`src/rtl/rep_ctrl_pkg.sv`:
```
// Shared definitions for the REP string-instruction sequencer.
package rep_ctrl_pkg;

  localparam int unsigned DATA_W = 32;

  typedef logic [DATA_W-1:0] data_t;

  typedef enum logic {
    IDLE = 1'b0,
    RUN  = 1'b1
  } state_t;

  localparam data_t STEP_1B = data_t'(1);
  localparam data_t STEP_2B = data_t'(2);
  localparam data_t STEP_4B = data_t'(4);
  localparam data_t STEP_8B = data_t'(8);

  // Signed per-iteration address step: element size, negated when df is set.
  function automatic data_t step_of(input logic [1:0] opsize, input logic dir);
    data_t mag;
    case (opsize)
      2'b00:   mag = STEP_1B;
      2'b01:   mag = STEP_2B;
      2'b10:   mag = STEP_4B;
      default: mag = STEP_8B;
    endcase
    return dir ? ((~mag) + data_t'(1)) : mag;
  endfunction

endpackage

```
`src/rtl/rep_ctrl_if.sv`:
```
// Pipeline-side bus of the REP sequencer: stage inputs and issue outputs.
interface rep_ctrl_if;
  import rep_ctrl_pkg::*;

  logic       valid_in;
  logic       is_rep_in;
  data_t      rep_num;
  logic [1:0] opsize_in;
  logic       df;
  logic       stall_in;
  logic       flush;

  logic       issue_valid;
  logic       iter_last;
  logic       zero_rep;
  logic       hold;
  data_t      offs;
  data_t      remaining;
  logic       busy;

  modport master (
    output valid_in, is_rep_in, rep_num, opsize_in, df, stall_in, flush,
    input  issue_valid, iter_last, zero_rep, hold, offs, remaining, busy
  );

  modport slave (
    input  valid_in, is_rep_in, rep_num, opsize_in, df, stall_in, flush,
    output issue_valid, iter_last, zero_rep, hold, offs, remaining, busy
  );
endinterface

```
`src/rtl/kogeAdder.sv`:
```
// Kogge-Stone parallel-prefix adder, sum = a + b modulo 2^W.
module kogeAdder #(
  parameter int unsigned W = 32
) (
  input  logic [W-1:0] a,
  input  logic [W-1:0] b,
  output logic [W-1:0] sum
);

  localparam int unsigned LVL = $clog2(W);

  logic [W-1:0] gc, pc, gn, pn;

  // Prefix tree over generate/propagate pairs; gc ends up as the carry-out of each bit.
  always_comb begin
    gc = a & b;
    pc = a ^ b;
    gn = gc;
    pn = pc;
    for (int k = 0; k < int'(LVL); k++) begin
      for (int i = 0; i < int'(W); i++) begin
        if (i >= (1 << k)) begin
          gn[i] = gc[i] | (pc[i] & gc[i - (1 << k)]);
          pn[i] = pc[i] & pc[i - (1 << k)];
        end else begin
          gn[i] = gc[i];
          pn[i] = pc[i];
        end
      end
      gc = gn;
      pc = pn;
    end
    sum = (a ^ b) ^ {gc[W-2:0], 1'b0};
  end

endmodule

```
`src/rtl/rep_offs_acc.sv`:
```
// Byte-offset accumulator for REP iterations; wraps silently modulo 2^32.
module rep_offs_acc
  import rep_ctrl_pkg::*;
(
  input  logic  clk,
  input  logic  clr,
  input  logic  clear,
  input  logic  adv,
  input  data_t step,
  output data_t offs
);

  data_t sum;

  kogeAdder #(.W(DATA_W)) u_add (
    .a   (offs),
    .b   (step),
    .sum (sum)
  );

  // clear wins over advance so load, last issue and flush all restart at zero.
  always_ff @(posedge clk or posedge clr) begin
    if (clr) begin
      offs <= '0;
    end else if (clear) begin
      offs <= '0;
    end else if (adv) begin
      offs <= sum;
    end
  end

endmodule

```
`src/rtl/rep_ctrl.sv`:
```
// REP-prefix sequencer: expands a REP instruction into per-element issues.
module rep_ctrl
  import rep_ctrl_pkg::*;
(
  input  logic       clk,
  input  logic       clr,
  rep_ctrl_if.slave  bus
);

  state_t state, state_nx;
  data_t  cnt, cnt_nx;
  data_t  step, step_nx;
  data_t  offs;
  logic   issue_c, last_c, zero_c, hold_c;
  logic   offs_clear, offs_adv;

  // State, iteration counter and the step latched at RUN entry.
  always_ff @(posedge clk or posedge clr) begin
    if (clr) begin
      state <= IDLE;
      cnt   <= '0;
      step  <= '0;
    end else begin
      state <= state_nx;
      cnt   <= cnt_nx;
      step  <= step_nx;
    end
  end

  // Next-state and issue decode; flush overrides everything at the end.
  always_comb begin
    state_nx   = state;
    cnt_nx     = cnt;
    step_nx    = step;
    issue_c    = 1'b0;
    last_c     = 1'b0;
    zero_c     = 1'b0;
    hold_c     = 1'b0;
    offs_clear = 1'b0;
    offs_adv   = 1'b0;

    case (state)
      IDLE: begin
        if (bus.valid_in) begin
          if (!bus.is_rep_in) begin
            issue_c = !bus.stall_in;
            last_c  = issue_c;
          end else if (bus.rep_num == '0) begin
            zero_c = 1'b1;
          end else begin
            hold_c     = 1'b1;
            cnt_nx     = bus.rep_num;
            step_nx    = step_of(bus.opsize_in, bus.df);
            offs_clear = 1'b1;
            state_nx   = RUN;
          end
        end
      end
      RUN: begin
        issue_c = !bus.stall_in;
        last_c  = issue_c && (cnt == data_t'(1));
        hold_c  = !(issue_c && last_c);
        if (issue_c) begin
          if (last_c) begin
            state_nx   = IDLE;
            cnt_nx     = '0;
            offs_clear = 1'b1;
          end else begin
            cnt_nx   = cnt - data_t'(1);
            offs_adv = 1'b1;
          end
        end
      end
      default: state_nx = IDLE;
    endcase

    if (bus.flush) begin
      issue_c    = 1'b0;
      last_c     = 1'b0;
      zero_c     = 1'b0;
      hold_c     = 1'b0;
      state_nx   = IDLE;
      cnt_nx     = '0;
      offs_clear = 1'b1;
      offs_adv   = 1'b0;
    end
  end

  rep_offs_acc u_offs (
    .clk   (clk),
    .clr   (clr),
    .clear (offs_clear),
    .adv   (offs_adv),
    .step  (step),
    .offs  (offs)
  );

  assign bus.issue_valid = issue_c;
  assign bus.iter_last   = last_c;
  assign bus.zero_rep    = zero_c;
  assign bus.hold        = hold_c;
  assign bus.offs        = offs;
  assign bus.remaining   = (state == RUN) ? cnt : '0;
  assign bus.busy        = (state == RUN);

endmodule

```
`src/flat_wrapper.sv`:
```
// flat-port wrapper written by rule: the top's interface ports become plain ports
module rep_ctrl_flat import rep_ctrl_pkg::*;
  (clk, clr, bus_valid_in, bus_is_rep_in, bus_rep_num, bus_opsize_in, bus_df, bus_stall_in, bus_flush, bus_issue_valid, bus_iter_last, bus_zero_rep, bus_hold, bus_offs, bus_remaining, bus_busy);
  rep_ctrl_if bus_i ();
  input  logic clk;
  input  logic clr;
  input wire logic [$bits(bus_i.valid_in)-1:0] bus_valid_in;
  input wire logic [$bits(bus_i.is_rep_in)-1:0] bus_is_rep_in;
  input wire logic [$bits(bus_i.rep_num)-1:0] bus_rep_num;
  input wire logic [$bits(bus_i.opsize_in)-1:0] bus_opsize_in;
  input wire logic [$bits(bus_i.df)-1:0] bus_df;
  input wire logic [$bits(bus_i.stall_in)-1:0] bus_stall_in;
  input wire logic [$bits(bus_i.flush)-1:0] bus_flush;
  output wire logic [$bits(bus_i.issue_valid)-1:0] bus_issue_valid;
  output wire logic [$bits(bus_i.iter_last)-1:0] bus_iter_last;
  output wire logic [$bits(bus_i.zero_rep)-1:0] bus_zero_rep;
  output wire logic [$bits(bus_i.hold)-1:0] bus_hold;
  output wire logic [$bits(bus_i.offs)-1:0] bus_offs;
  output wire logic [$bits(bus_i.remaining)-1:0] bus_remaining;
  output wire logic [$bits(bus_i.busy)-1:0] bus_busy;
  assign bus_i.valid_in = bus_valid_in;
  assign bus_i.is_rep_in = bus_is_rep_in;
  assign bus_i.rep_num = bus_rep_num;
  assign bus_i.opsize_in = bus_opsize_in;
  assign bus_i.df = bus_df;
  assign bus_i.stall_in = bus_stall_in;
  assign bus_i.flush = bus_flush;
  assign bus_issue_valid = bus_i.issue_valid;
  assign bus_iter_last = bus_i.iter_last;
  assign bus_zero_rep = bus_i.zero_rep;
  assign bus_hold = bus_i.hold;
  assign bus_offs = bus_i.offs;
  assign bus_remaining = bus_i.remaining;
  assign bus_busy = bus_i.busy;
  rep_ctrl u_core (.clk(clk), .clr(clr), .bus(bus_i));
endmodule
```
`config.mk`:
```
export PLATFORM = sky130hd
export DESIGN_NAME = rep_ctrl_flat
export DESIGN_NICKNAME = d
export VERILOG_FILES = /design/src/rtl/rep_ctrl_pkg.sv /design/src/rtl/rep_ctrl_if.sv /design/src/rtl/kogeAdder.sv /design/src/rtl/rep_offs_acc.sv /design/src/rtl/rep_ctrl.sv /design/src/flat_wrapper.sv
export SDC_FILE = /design/constraint.sdc
export NUM_CORES = 1
export LEC_CHECK = 0
export ABC_CLOCK_PERIOD_IN_PS = 2600
export CORE_MARGIN = 4
export CORE_UTILIZATION = 25
export CTS_CLUSTER_DIAMETER = 30
export DETAILED_ROUTE_END_ITERATION = 16
export PLACE_DENSITY = 0.55
export SLEW_MARGIN = 0
export SYNTH_ARGS = -nofsm -noshare
export SYNTH_HDL_FRONTEND = slang
export SYNTH_SLANG_ARGS = --single-unit
```
`constraint.sdc`:
```
create_clock -name clk -period 2.6 [get_ports clk]
set_input_delay 0.65 -clock clk [delete_from_list [all_inputs] [get_ports clk]]
set_output_delay 0.65 -clock clk [all_outputs]
set_load 0.01 [all_outputs]
```
Word level (Yosys, flattened, before mapping)

Cells that the tools add are included.

Bitwise logic cells: 348
Reductions and logical operators: 9
$add $sub $neg: 2
Multiplexer cells: 43
Eq/ne operators: 7

Operators with widths:

| operator              | number |
|---|---|
| $mux 32               | 14 |
| $and 1x1->1           | 218 |
| $or 1x1->1            | 124 |
| $pmux 32 s2           | 1 |
| $xor 32x32->32        | 2 |
| $add 32x1->32 const B | 1 |
| $eq 32x1->1 const B   | 1 |
| $logic_not 32->1      | 1 |
| $not 32->32           | 1 |
| $sub 32x1->32 const B | 1 |
| $and 31x31->31        | 1 |
| $mux 1                | 22 |
| $ne 3x3->1 const B    | 4 |
| $pmux 4 s3            | 1 |
| $pmux 1 s2            | 5 |
| $reduce_and 4->1      | 2 |
| $eq 2x1->1 const B    | 1 |
| $eq 2x2->1 const B    | 1 |
| $logic_and 1x1->1     | 2 |
| $logic_not 1->1       | 2 |
| $logic_not 2->1       | 1 |
| $not 1->1             | 2 |
| $reduce_bool 2->1     | 1 |

Register bits after elaboration: 97
Output and inout port bits: 69
Logic and storage cells: 413
Bits of input ports: 41

Longest topological paths before layout

Depth after elaboration: 13
Depth in mapped cells: 12
Mapped depth without buffers: 12

Cells and area by module

From an unflattened synthesis, not the netlist that was laid out.

Cell total of the unflattened synthesis: 711
Area total of the unflattened synthesis: 6052.1 um^2

By module, submodules not included:

| module       | area each (um^2) | times used | cells each |
|---|---|---|---|
| rep_ctrl     | 2914.0           | 1          | 363 |
| kogeAdder    | 1810.5           | 1          | 244 |
| rep_offs_acc | 1327.5           | 1          | 104 |

Worst setup path after synthesis

Ideal clock, no wire load.

Path type: register to output
From: reg u_core.cnt[9]
To: out bus_hold
Stages on the path, launching flop included: 9
Arrival time: 2.189 ns
Path slack: -0.239 ns
Data required time: 1.950 ns
Cells stage by stage: dfrtp_1 or4_4 nor3_2 nand3_1 or3_4 o21ai_4 buf_6 buf_6 a21oi_1

Cells in the longest elaborated chain, start to end: 6

RTL lines:

| what                     | line               | text |
|---|---|---|
| start: declaration       | rep_ctrl.sv:11     | `data_t cnt, cnt_nx;` |
| start signal: assignment | rep_ctrl.sv:25     | `cnt <= cnt_nx;` |
| $eq 32x1->1              | rep_ctrl.sv:61     | `last_c = issue_c && (cnt == data_t'(1));` |
| $logic_and 1x1->1        | rep_ctrl.sv:61     |  |
| $logic_and 1x1->1        | rep_ctrl.sv:62     | `hold_c = !(issue_c && last_c);` |
| $logic_not 1->1          | rep_ctrl.sv:62     |  |
| $pmux 1 s2               | rep_ctrl.sv:42     | `case (state)` |
| $mux 1                   | rep_ctrl.sv:77     | `if (bus.flush) begin` |
| end: declaration         | flat_wrapper.sv:17 | `output wire logic [$bits(bus_i.hold)-1:0] bus_hold;` |

No other way between the ends.

Final worst setup path

From: reg u_core.cnt[9]
To: out bus_iter_last

Cells in the longest elaborated chain, start to end: 4

RTL lines:

| what              | line               | text |
|---|---|---|
| $eq 32x1->1       | rep_ctrl.sv:61     |  |
| $logic_and 1x1->1 | rep_ctrl.sv:61     |  |
| $pmux 1 s2        | rep_ctrl.sv:42     |  |
| $mux 1            | rep_ctrl.sv:77     |  |
| end: declaration  | flat_wrapper.sv:15 | `output wire logic [$bits(bus_i.iter_last)-1:0] bus_iter_last;` |

No other way between the ends.

==> out/results.tsv <==
metric	value	unit
drive_above_1_share	35.8	%
routed_wl	21.4	mm
grt_max_degree	29	
ctsHoldBuffers	0	
diodes	0	
drtIter0Drc	301	
cts.sinks	72	
fmax	324	MHz
finalWorstSetupSlack	-0.487	ns
syn-cell-area	0.00542	mm2
cp_max_fo	3	
cp_data_arrival_time	2.44	ns
io_buffers	109	
routabilityCongestion	0.828	
yosys.area.top_type	dfrtp_1	
rsz0062_at_grt	yes	
synth_top_area_share	33.3	%
synthSimpleGateAreaFrac	24.3	%
ys_ff_latch	72	
muxShareOfSynthArea	0.601	%
floorplan.initialDensity	25.6	%
synth_xor_xnor_area_share	5.34	%
status	finished, violations left	
worstPathCellList	or4_4 -> nor3_4 -> nand3_2 -> or3_4 -> nor2_2 -> a31oi_1 -> nor3_2 -> buf_2	
leakage	4.27	nW
synth_cell_types	62	
period_needed	3.09	ns
drv_slew	0	
drv_cap	0	
area_growth	76.9	%
cp_slowest_stage_delay	0.57	ns
dieArea	0.0241	mm2
grt_pass1_vias	6258	
dp_hpwl	15.0	mm
cp.required	1.95	ns
grt_usage	17.2	%
remaining_drc_errors	0	
h-tree-depth	3	
clock_skew	0.00862	ns
place_inst	1204	
io-pin-count	110	
crit_path_top_delay_cell	or4_4	
die_w	155	um
dr.pass1.iters	4	
synthArstFlopShare	100	%
ir_worst_vdd	0.342	mV
finalSetupViolations	29	
cts_root_buffer	clkbuf_16	
die_y	155	um
clk_latency	0.35	ns
grt_pass1_wl	33.2	mm
nFillCells	2042	
postSynthCellCount	675	
fin_cells	1247	
synth_area_per_cell	8.02	um2
critPathLaunchType	flip-flop	
clk_path_buf_depth	2	
yosys_warnings	0	
vias	6158	
critPathKind	reg2out	
pre_cts_ws	-0.948	ns
ant_nets	0	
synth-main-ff-cell	dfrtp_1	
wire_per_inst	17.2	um
synth_fa_ha_area_share	8.23	%
nets	1043	
relSlewSlack	58.9	%
fin_util	45.3	%
synth_common_cells	nand2_1 (84), dfrtp_1 (72), o21ai_0 (64), a21oi_1 (59), nor2_1 (51)	
std_cell_rows	53	
grt-ovfl-total	0	
tightest_slew	0.615	ns
synth_edf_count	0	
pwr_density_cell	489	mW/mm2
synth_compound_area_share	23.9	%
end_kind	primary output	
min_period_over_period	119	%
cts_made_buffers	9	
hold_path_class	reg2reg	
rrSetupSlack	-0.16	ns
ys_seq_area_share	33.3	%
violations	setup timing	
yosysMostFrequentCell	nand2_1	
synth_top_family_by_area	simple AND/OR/NAND/NOR gates	
synth_area_leaders	dfrtp_1 (33%), ha_1 (7.9%), o21ai_0 (5.9%)	
clk_pin_slew	0.06	ns
coreArea	0.0212	mm2
hold_viol	0	
via_per_inst	4.94	
antenna_found_initial	2	
synth_nets	751	
cts_tree	yes	
[through the flow]
step / total power, W / setup TNS [ns] / hold WS, ns / area, um2
final: 0.00469 / -3.60 / 0.498 / 9580
after global routing: 0.00492 / -8.76 / 0.548 / 9580
after CTS: 0.00458 / -3.86 / 0.491 / 9020
after detailed placement: 0.00273 / -36.03 / 0.478 / 8130
after global placement: 0.00272 / -35.94 / 0.472 / 8130
after floorplan: 0.00197 / -0.194 / 0.454 / 5440
[state kept, by name, summed over array words and instances (netlist names)]
register / count
u_core.bus.busy: 1
u_core.cnt: 32
u_core.step: 7
u_core.u_offs.offs: 32
[worst max-delay path: cells and delay by family, from the launching register on]
kind	cells	cell delay, ns
buffers and inverters	1	0.16
AOI/OAI and AO/OA	1	0.06
and+or+nand+nor	6	1.50
DFF	1	0.37
[metal layers]
metal / global-route usage, % / part of all wire [%] / up-vias / wire [um]
met4: 4.25 / 1.5 / 4 / 320
met3: 3.84 / 6.2 / 23 / 1340
met2: 29.5 / 48 / 179 / 10400
met5: 0 / 0.075 / - / 16
li1: - / - / 3024 / -
met1: 22.0 / 44 / 2928 / 9360
[placed cells by master, fill, tap and decap left out, types with 6 or more instances in the layout]
| cell type | count |
|---|---|
| o21ai_0 | 32 |
| a22o_1 | 6 |
| and2_1 | 29 |
| o21ai_1 | 36 |
| nand3_1 | 11 |
| xor2_1 | 17 |
| inv_1 | 20 |
| clkdlybuf4s50_1 | 92 |
| nor2_1 | 44 |
| o21ai_2 | 26 |
| a21oi_2 | 27 |
| nand2_1 | 84 |
| o21a_1 | 6 |
| dlymetal6s2s_1 | 11 |
| xnor2_1 | 15 |
| nor3_1 | 15 |
| nor4_1 | 9 |
| clkbuf_16 | 10 |
| a211oi_2 | 6 |
| a21oi_1 | 31 |
| a21o_1 | 14 |
| buf_12 | 10 |
| buf_6 | 12 |
| buf_4 | 171 |
| ha_4 | 14 |
| dfrtp_1 | 70 |
| ha_1 | 18 |
[cell families after synthesis]
logic type      after synthesis
simple gates                260
compound gates              220
flops                        72
buf+inv                      52
fa+ha+maj                    35
xor+xnor                     33
mux                           3
[power by group]
part / total [W] / switching [W] / internal [W]
registers: 0.00128 / 0.0000714 / 0.00121
clock network: 0.00169 / 0.000508 / 0.00118
logic: 0.00171 / 0.000843 / 0.000871
[final timing paths]
| check | start | end | cells past startpoint |
|---|---|---|---|
| setup / recovery | u_core.cnt[9] | bus_iter_last | 8 |
| hold / removal | u_core.step[0] | u_core.step[0] | 2 |
| setup reg to reg | u_core.cnt[9] | u_core.cnt[19] | 12 |
| hold reg to reg | u_core.step[0] | u_core.step[0] | 2 |
| max in group asynchronous | clr | u_core.u_offs.offs[10] | 3 |
| min in group asynchronous | clr | u_core.cnt[23] | 2 |
[layout make-up]
type | instances | area (um2) | share of cell area [%]
flip-flops and latches | 72 | 1800 | 18.8
inverters | 24 | 91.3 | 0.954
multi-input cells | 551 | 4070 | 42.5
clock inverters | 5 | 150 | 1.57
well taps | 275 | 344 | 3.59
repair buffers | 309 | 2860 | 29.9
clock buffers | 11 | 253 | 2.64
[repair_timing]
action | in CTS | in global routing
endpoints found under the setup margin | 67 | 66
gates resized for setup | 104 | 106
setup buffers | 8 | 16
pin swaps | 53 | 61
gates cloned | 4 | 1
(Power assumes the default switching activity.)
